## src/rtl/cpu_pkg.sv

```systemverilog
// Shared definitions for the 4-bit CPU: opcodes, instruction field layout and
// the control FSM state encoding.
package cpu_pkg;

  localparam int unsigned OPC_W = 4;
  localparam int unsigned OPR_W = 4;
  localparam int unsigned CNT_W = 8;

  localparam logic [OPC_W-1:0] OP_LOAD = 4'b0000;
  localparam logic [OPC_W-1:0] OP_ADD  = 4'b0010;
  localparam logic [OPC_W-1:0] OP_SUB  = 4'b0011;
  localparam logic [OPC_W-1:0] OP_HALT = 4'b0111;
  localparam logic [OPC_W-1:0] OP_JZ   = 4'b1000;
  localparam logic [OPC_W-1:0] OP_JNZ  = 4'b1001;

  typedef enum logic [2:0] {
    ST_IDLE   = 3'd0,
    ST_FETCH  = 3'd1,
    ST_DECODE = 3'd2,
    ST_EXEC   = 3'd3,
    ST_HALTED = 3'd4
  } state_e;

endpackage

```

## src/rtl/fetch_sequencer.sv

```systemverilog
// Control unit: PC, IR, zero flag and retire counter with the
// fetch/decode/execute FSM; branches and HALT resolve here, the rest go out.
module fetch_sequencer
  import cpu_pkg::*;
#(
  parameter int unsigned ADDR_W   = 4,
  parameter int unsigned INSTR_W  = 8,
  parameter int unsigned RESET_PC = 0
) (
  input  logic               clk,
  input  logic               reset,
  input  logic               run,
  output logic [ADDR_W-1:0]  pc_addr,
  input  logic [INSTR_W-1:0] instr,
  output logic               exec_valid,
  output logic [OPC_W-1:0]   exec_opcode,
  output logic [OPR_W-1:0]   exec_operand,
  input  logic               exec_ready,
  input  logic               zero_in,
  input  logic               zero_we,
  output logic               last_zero,
  output logic               busy,
  output logic               halted,
  output logic [CNT_W-1:0]   retire_cnt
);

  state_e              state_q, state_d;
  logic [ADDR_W-1:0]   pc_q, pc_d;
  logic [INSTR_W-1:0]  ir_q, ir_d;
  logic                zero_q, zero_d;
  logic [CNT_W-1:0]    ret_q, ret_d;
  logic                valid_q, valid_d;
  logic                busy_q, busy_d;
  logic                halted_q, halted_d;
  logic                retire_en;
  logic [OPC_W-1:0]    ir_opc;
  logic [OPR_W-1:0]    ir_opr;
  logic [ADDR_W-1:0]   pc_inc;
  logic [ADDR_W-1:0]   br_tgt;

  assign ir_opc = ir_q[INSTR_W-1 -: OPC_W];
  assign ir_opr = ir_q[OPR_W-1:0];
  assign pc_inc = pc_q + ADDR_W'(1);
  assign br_tgt = ADDR_W'(ir_opr);

  // State and datapath registers
  always_ff @(posedge clk) begin
    if (reset) begin
      state_q  <= ST_IDLE;
      pc_q     <= ADDR_W'(RESET_PC);
      ir_q     <= '0;
      zero_q   <= 1'b0;
      ret_q    <= '0;
      valid_q  <= 1'b0;
      busy_q   <= 1'b0;
      halted_q <= 1'b0;
    end else begin
      state_q  <= state_d;
      pc_q     <= pc_d;
      ir_q     <= ir_d;
      zero_q   <= zero_d;
      ret_q    <= ret_d;
      valid_q  <= valid_d;
      busy_q   <= busy_d;
      halted_q <= halted_d;
    end
  end

  // Next-state and register update logic
  always_comb begin
    state_d   = state_q;
    pc_d      = pc_q;
    ir_d      = ir_q;
    zero_d    = zero_q;
    ret_d     = ret_q;
    retire_en = 1'b0;

    case (state_q)
      ST_IDLE: begin
        if (run) state_d = ST_FETCH;
      end
      ST_FETCH: begin
        ir_d    = instr;
        state_d = ST_DECODE;
      end
      ST_DECODE: begin
        case (ir_opc)
          OP_HALT: begin
            retire_en = 1'b1;
            state_d   = ST_HALTED;
          end
          OP_JZ: begin
            pc_d      = zero_q ? br_tgt : pc_inc;
            retire_en = 1'b1;
            state_d   = ST_FETCH;
          end
          OP_JNZ: begin
            pc_d      = !zero_q ? br_tgt : pc_inc;
            retire_en = 1'b1;
            state_d   = ST_FETCH;
          end
          default: state_d = ST_EXEC;
        endcase
      end
      ST_EXEC: begin
        if (exec_ready) begin
          pc_d      = pc_inc;
          retire_en = 1'b1;
          if (zero_we) zero_d = zero_in;
          state_d   = ST_FETCH;
        end
      end
      ST_HALTED: state_d = ST_HALTED;
      default:   state_d = ST_IDLE;
    endcase

    // Counter saturates so a long-running program never wraps it
    if (retire_en && (ret_q != '1)) ret_d = ret_q + CNT_W'(1);

    valid_d  = (state_d == ST_EXEC);
    busy_d   = (state_d == ST_FETCH) || (state_d == ST_DECODE) || (state_d == ST_EXEC);
    halted_d = (state_d == ST_HALTED);
  end

  assign pc_addr      = pc_q;
  assign exec_valid   = valid_q;
  assign exec_opcode  = ir_opc;
  assign exec_operand = ir_opr;
  assign last_zero    = zero_q;
  assign busy         = busy_q;
  assign halted       = halted_q;
  assign retire_cnt   = ret_q;

endmodule

```

## config.mk

```make
export PLATFORM = sky130hd
export DESIGN_NAME = fetch_sequencer
export DESIGN_NICKNAME = d
export VERILOG_FILES = /design/src/rtl/cpu_pkg.sv /design/src/rtl/fetch_sequencer.sv
export SDC_FILE = /design/constraint.sdc
export NUM_CORES = 1
export LEC_CHECK = 0
export CAP_MARGIN = 0
export CELL_PAD_IN_SITES_DETAIL_PLACEMENT = 1
export CELL_PAD_IN_SITES_GLOBAL_PLACEMENT = 1
export CORE_MARGIN = 8
export CORE_UTILIZATION = 30
export CTS_CLUSTER_DIAMETER = 150
export DETAILED_ROUTE_END_ITERATION = 16
export GPL_ROUTABILITY_DRIVEN = 1
export PLACE_DENSITY = 0.73
export SLEW_MARGIN = 30
export SYNTH_ARGS = -nofsm -noshare
export SYNTH_HDL_FRONTEND = slang
export SYNTH_SLANG_ARGS = --single-unit
export TNS_END_PERCENT = 10
```

## constraint.sdc

```tcl
create_clock -name clk -period 4.2 [get_ports clk]
set_input_delay 0.84 -clock clk [delete_from_list [all_inputs] [get_ports clk]]
set_output_delay 0.84 -clock clk [all_outputs]
set_load 0.01 [all_outputs]
```

---- Word-level counts from Yosys, hierarchy flattened ----
Cells that the tools add are included.
cells by class
  reductions and logical operators ........ 9
  mux-type cells .......................... 12
  add/sub/neg operators ................... 2
  equal/unequal tests ..................... 14
operator list
  operator               number
  $pmux W4 S2            2
  $pmux W3 S5            1
  $eq A3 B2 Y1 const B   4
  $mux W4                3
  $add A8 B1 Y8 const B  1
  $eq A4 B4 Y1 const B   2
  $ne A8 B8 Y1 const B   1
  $eq A3 B1 Y1 const B   2
  $eq A3 B3 Y1 const B   2
  $mux W3                2
  $pmux W3 S2            1
  $reduce_and A3 Y1      2
  $add A4 B1 Y4 const B  1
  $eq A4 B3 Y1 const B   1
  $logic_not A3 Y1       1
  $ne A3 B3 Y1 const B   1
  $reduce_or A3 Y1       1
  $logic_or A1 B1 Y1     2
  $mux W1                2
  $ne A2 B2 Y1 const B   1
  $pmux W1 S2            1
  $reduce_bool A2 Y1     1
  $reduce_or A2 Y1       1
  $logic_and A1 B1 Y1    1
storage, ports and cells
  logic and storage cells ................. 45
  output and inout port bits .............. 24
  input bits .............................. 14
  register bits ........................... 27

---- Longest topological paths before layout ----
Gate-level depths: netlist of the first run.
  depth in word-level cells ............... 7
  gate-level depth with buffers ........... 6
  depth with buffers taken out ............ 5

---- Least setup slack after synthesis of the first run ----
Ideal clock, no wire load.
  path kind ............................... input -> register
  start point ............................. in exec_ready
  end point ............................... reg ret_q[5] (netlist: retire_cnt[5])
  cell stages on the path ................. 4
  library setup time ...................... 0.121 ns
  required time ........................... 4.079 ns
  setup slack ............................. 2.250 ns
  arrival ................................. 1.830 ns
  path buffers ............................ 0
  path through ............................ nor2b_1 a311o_2 nor4_1 mux2_2
between the ends
  longest elaborated chain between the ends .. 3
RTL lines
  element                 line                    text
  start: declaration      fetch_sequencer.sv:18   input logic exec_ready,
  $mux W1                 fetch_sequencer.sv:106  if (exec_ready) begin
  $pmux W1 S2             fetch_sequencer.sv:78   case (state_q)
  $logic_and A1 B1 Y1     fetch_sequencer.sv:118  if (retire_en && (ret_q != '1)) ret_d = ret_q + CNT_W'(1);
  end signal: assignment  fetch_sequencer.sv:62   ret_q <= ret_d;
  end: declaration        fetch_sequencer.sv:31   logic [CNT_W-1:0] ret_q, ret_d;
No other way between the ends.
A chain may end at the register's enable or synchronous reset.

---- Worst setup path in the final report of the first run ----
  start point ............................. in exec_ready
  end point ............................... reg ret_q[7] (netlist: retire_cnt[7])
Same word-level chain as after synthesis.

==> impl_metrics.tcl, run 1 <==
set metrics [dict create \
    ys_warn_count 0 \
    ys_top_cells_by_area "dfxtp_1 (41%), mux2i_1 (6.8%), nor2_1 (4.0%)" \
    port_buffers 37 \
    synth_nets 161 \
    dr_wl_met3_um 285 \
    grt_start_max_net_pins 31 \
    drv_slew 0 \
    via_per_inst 5.300 \
    max_slew_margin_pct 49.98 \
    gr-usage-all-layers_pct 11.81 \
    fin_crit_ns 2.464 \
    area.growth.synth_to_final_pct 34.93 \
    powerDensity_mw_per_mm2 287.7 \
    first_pass_iters 4 \
    insertion_delay_ns 0.26 \
    wl_met1_um 1710 \
    cp.required_ns 4.36 \
    netlist_instances 145 \
    cts_max_level 1 \
    antenna_left 0 \
    root_buffer "clkbuf_8" \
    cts_buffers 3 \
    post-cts-setup-buffers 0 \
    met2_wirelength_um 1893 \
    cp-end-kind "flip-flop" \
    drive_gt1_share_pct 9.392 \
    arrival_ns 2.62 \
    post-route-period-util_pct 58.68 \
    fmax_mhz 405.8 \
    crit_type "in2reg" \
    yosys.area.top_type "dfxtp_1" \
    vias 1235 \
    worstMarginPinSlew_ns 0.7463 \
    io_pins 38 \
    avgRoutedWirePerCell_um 16.76 \
    grt_pass1_vias 1336 \
    final_hold_viol_count 0 \
    fp.dieW_um 82.55 \
    finalSetupViolations 0 \
    die_height_um 82.55 \
    grt_setup_unrepaired "false" \
    drc 0 \
    syn_avg_cell_area_um2 9.164 \
    nets 198 \
    cts_resized 0 \
    drtIter0Drc 41 \
    fin_skew_ns 0.007245 \
    cts_sinks 27 \
    gp_congestion 0.8162 \
    hpwl_um 2969 \
    start_kind "input pin" \
    hp-class "reg2reg" \
    diodes 0 \
    finalSetupTns_ns 0 \
    core_region_area_mm2 0.004324 \
    wl_um 3905 \
    power.leakage_nw 0.6180 \
    dr.max_layer_used "met4" \
    finalPower_mw 0.5159 \
    clockBufferDepth 2 \
    start_util_pct 30.73 \
    tritoncts "built" \
    cts_hold_buf 0 \
    path_clk_slew_ns 0.09 \
    synth_top_area_share_pct 40.68 \
    max-cap-violations 0 \
    seq_area_frac_synth_pct 40.68 \
    fp-row-count 24 \
    crit_fanout 14 \
    synth-seq-cells 27 \
    synth_cell_types 45 \
    syn_area_mm2 0.001329 \
    antenna_found_initial 0 \
    vdd_ir_drop_max_v 0.0001293 \
    grt_pass1_wl_um 6479 \
    grt-ovfl-total 0 \
    die-area_mm2 0.006815 \
    outcome "complete, no violations" \
]
==> logic make-up (layout without fill, tap and decap cells) <==
kind of cell,Yosys count,after routing,synth area share (%)
xor+xnor,2,2,1.319
mux,11,11,8.475
flops,27,27,40.68
simple gates,65,65,29.47
fa+ha+maj,2,2,1.883
buf+inv,8,44,3.013
compound gates,30,30,15.16
==> Yosys cell counts <==
library cell	count
a2111oi_0	2
a21boi_0	2
a21oi_1	9
a311o_2	1
a311oi_1	2
and2_1	1
and2b_2	2
and3_1	2
and3b_2	1
and4b_1	1
and4bb_2	1
buf_1	1
buf_2	2
buf_6	1
clkbuf_1	3
dfxtp_1	27
ha_1	2
inv_1	1
mux2_2	2
mux2i_1	9
nand2_1	6
nand2b_1	3
nand2b_2	1
nand3_1	7
nand3b_1	2
nand4b_1	1
nor2_1	14
nor2b_1	4
nor3_1	3
nor3b_1	3
nor4_1	3
nor4b_1	1
o21a_1	1
o21ai_0	4
o21bai_1	1
o221ai_1	2
o22ai_1	2
o31ai_1	4
or2_2	2
or3_1	1
or3b_1	1
or4_1	4
or4b_4	1
xnor2_1	1
xor2_1	1
==> path summary, 6_finish.rpt <==
path,slack [ns],to,from,cells past startpoint
worst max-delay path,1.74,retire_cnt[7]$_SDFFE_PP0P_,exec_ready,5
worst min-delay path,0.51,retire_cnt[6]$_SDFFE_PP0P_,retire_cnt[6]$_SDFFE_PP0P_,2
worst max register to register,2.07,retire_cnt[7]$_SDFFE_PP0P_,retire_cnt[0]$_SDFFE_PP0P_,5
worst min register to register,0.51,retire_cnt[6]$_SDFFE_PP0P_,retire_cnt[6]$_SDFFE_PP0P_,2
==> placed cells by master (no fill, tap or decap), types with 3 or more instances in the layout <==
| cell | instances |
|---|---|
| dfxtp_1 | 27 |
| nand2_1 | 6 |
| o21ai_0 | 4 |
| nor2b_1 | 4 |
| nor3b_1 | 3 |
| a21oi_1 | 9 |
| nor2_1 | 14 |
| nand2b_1 | 3 |
| nor4_1 | 3 |
| mux2i_1 | 9 |
| o31ai_1 | 4 |
| nand3_1 | 7 |
| clkbuf_8 | 3 |
| or4_1 | 4 |
| clkdlybuf4s50_1 | 37 |
==> routing by layer <==
metal  up-vias  GRT usage, %
met5         -             0
met1       584         13.81
li1        610             -
met3         2         3.247
met2        39         21.38
met4         0         1.552
==> flip-flops by register name, summed over array words and instances, names as in the netlist <==
signal,flops
busy,1
last_zero,1
pc_addr,4
exec_valid,1
halted,1
retire_cnt,8
ir_q,8
state_q,3
==> critical path, stage by stage <==
cell             delay [ns]
clkdlybuf4s50_1        0.54
nor2b_1                0.07
a311o_2                0.42
nor4_1                 0.36
mux2_2                 0.38
==> through the flow <==
stage	worst slack (ns)	hold slack, ns	cell area [um^2]	instances	util [%]
6_report	1.736	0.5118	1793	233	41.46
5_1_grt	1.708	0.5257	1793	233	41.46
4_1_cts	1.763	0.5131	1793	233	41.46
3_5_place_dp	1.478	0.4953	1748	229	40.42
3_3_place_gp	1.559	0.4812	1743	229	40.31
2_1_floorplan	2.250	0.5042	1329	145	-
==> area by class of cell <==
type	count	area, um^2
fillers	510	2531
multi-input cells	110	753.2
flip-flops and latches	27	540.5
repair buffers	39	385.4
well taps	52	65.06
clock buffers	4	45.04
inverters	1	3.754
==> power by group <==
part | total (mW) | leakage (nW) | internal, mW | switching, mW
Sequential | 0.282 | 0.219 | 0.267 | 0.0148
Clock | 0.141 | 0.0228 | 0.0676 | 0.0736
Combinational | 0.0926 | 0.376 | 0.0492 | 0.0434
(Power assumes the default switching activity.)
==> inputs of run 2 (changes only) <==
- clock period: 4.2 -> 2.6 ns (I/O delays scaled with it)
==> run 2 against run 1 <==
Compared with the run above:
- total power grew 63%
- sequential share of layout area shrank 0.063 points
- setup slack lost 1.2 ns
- die area is the same
- final area grew 0.21%
- first-iteration DRC count shrank 9.8%
- core utilization grew 0.087 points
- final cell count grew 0.43%
- clock power grew 67%
- clock skew grew 0.0037 ns
- critical path depth is the same
- largest cell class unchanged
- highest routed layer unchanged
==> impl_metrics.tcl, run 2 (synthesized netlist as in run 1, its figures left out) <==
set metrics [dict create \
    vdd_ir_drop_max_v 0.0001733 \
    avgRoutedWirePerCell_um 15.91 \
    hold_end "retire_cnt[6]$_SDFFE_PP0P_" \
    vias 1251 \
    area.growth.synth_to_final_pct 35.22 \
    wl_um 3722 \
    cp.required_ns 2.77 \
    gr-usage-all-layers_pct 11.53 \
    hold_ws_ns 0.5040 \
    clockBufferDepth 2 \
    drc 0 \
    port_buffers 37 \
    fp-row-count 24 \
    r2r-start "retire_cnt[0]$_SDFFE_PP0P_" \
    post-route-period-util_pct 80.86 \
    crit_type "in2reg" \
    outcome "complete, no violations" \
    finalSetupTns_ns 0 \
    path_clk_slew_ns 0.10 \
    reg2reg_depth 5 \
    antenna_left 0 \
    antenna_found_initial 0 \
    grt_setup_unrepaired "false" \
    max_slew_margin_pct 59.93 \
    timing.rr.end "retire_cnt[7]$_SDFFE_PP0P_" \
    grt_pass1_wl_um 6320 \
    crit_fanout 14 \
    grt_start_max_net_pins 31 \
    drive_gt1_share_pct 9.890 \
    powerDensity_mw_per_mm2 468.5 \
    fp.dieW_um 82.55 \
    final_cell_mix "clkdlybuf4s50_1 (37), dfxtp_1 (27), nor2_1 (14)" \
    hp-class "reg2reg" \
    regToRegSetupSlack_ns 0.51 \
    hold_depth 2 \
    die-area_mm2 0.006815 \
    root_buffer "clkbuf_8" \
    final_hold_viol_count 0 \
    n_fill_cell 527 \
    max-cap-violations 0 \
    arrival_ns 2.28 \
    tritoncts "built" \
    finalPower_mw 0.8417 \
    hpwl_um 2895 \
    fin_skew_ns 0.01098 \
    core_region_area_mm2 0.004324 \
    start_util_pct 30.73 \
    fmax_mhz 475.7 \
    die_height_um 82.55 \
    layout_commonest_cell "clkdlybuf4s50_1" \
    cts_max_level 1 \
    cts_buffers 3 \
    finalSetupViolations 0 \
    grt-ovfl-total 0 \
    via_per_inst 5.346 \
    io_pins 38 \
    drtIter0Drc 37 \
    cts_resized 0 \
    holdCritStartpoint "retire_cnt[6]$_SDFFE_PP0P_" \
    diodes 0 \
    start_kind "input pin" \
    cp-end-kind "flip-flop" \
    cts_sinks 27 \
    drv_slew 0 \
    insertion_delay_ns 0.27 \
    post-cts-setup-buffers 0 \
    worstMarginPinSlew_ns 0.6011 \
    fin_crit_ns 2.102 \
    power.leakage_nw 0.6241 \
    first_pass_iters 4 \
    nets 199 \
    grt_pass1_vias 1354 \
    cts_hold_buf 0 \
    gp_congestion 0.8055 \
]
-- run 2: cell types whose count changed in the layout (fill, tap and decap cells not counted) --
cell	delta
buf_4	+1
nor3_2	-1
nor3_1	+1
clkbuf_1	-1
clkinv_2	+1
-- run 2: worst max-delay path, stage by stage --
cell             delay (ns)
clkdlybuf4s50_1        0.56
nor2b_1                0.08
a311o_2                0.42
nor4_1                 0.33
mux2_2                 0.37
-- run 2: layout make-up --
| type | count | area (um^2) | area share, % |
|---|---|---|---|
| clock buffers | 3 | 41.29 | 2.298 |
| flip-flops and latches | 27 | 540.5 | 30.08 |
| clock inverters | 1 | 5.005 | 0.2786 |
| inverters | 1 | 3.754 | 0.2089 |
| well taps | 52 | 65.06 | 3.621 |
| multi-input cells | 110 | 748.2 | 41.64 |
| repair buffers | 40 | 392.9 | 21.87 |
-- run 2: worst max path at each step --
| stage | cells after the start | endpoint | startpoint | slack (ns) |
|---|---|---|---|---|
| after CTS | 5 | retire_cnt[7]$_SDFFE_PP0P_ | retire_cnt[0]$_SDFFE_PP0P_ | 0.51 |
| after global routing | 5 | retire_cnt[7]$_SDFFE_PP0P_ | retire_cnt[0]$_SDFFE_PP0P_ | 0.42 |
| after floorplan | 5 | retire_cnt[5]$_SDFFE_PP0P_ | retire_cnt[0]$_SDFFE_PP0P_ | 0.71 |
| after global placement | 5 | retire_cnt[7]$_SDFFE_PP0P_ | exec_ready | 0.28 |
| final | 5 | retire_cnt[7]$_SDFFE_PP0P_ | exec_ready | 0.50 |
| after detailed placement | 5 | retire_cnt[7]$_SDFFE_PP0P_ | exec_ready | 0.21 |
-- run 2: stage by stage --
stage          instance area, um^2  utilization, %  std cells  worst slack [ns]
5_1_grt                       1797           41.55        234            0.4245
2_1_floorplan                 1329               -        145            0.7061
3_5_place_dp                  1750           40.48        230            0.2145
3_3_place_gp                  1750           40.48        230            0.2827
4_1_cts                       1797           41.55        234            0.5083
6_report                      1797           41.55        234            0.4976
-- run 2: report_power, final --
part / total [mW] / switching [mW] / leakage (nW) / internal (mW)
Combinational: 0.152 / 0.0704 / 0.379 / 0.0818
Sequential: 0.454 / 0.0226 / 0.219 / 0.432
Clock: 0.235 / 0.128 / 0.0255 / 0.107
-- run 2: per-layer routing --
layer | vias up | track usage (%) | wire length, um
met5 | - | 0 | 0
met4 | 0 | 3.621 | 59
met3 | 7 | 3.355 | 303
met2 | 30 | 20.60 | 1794
met1 | 596 | 12.84 | 1565
li1 | 618 | - | -
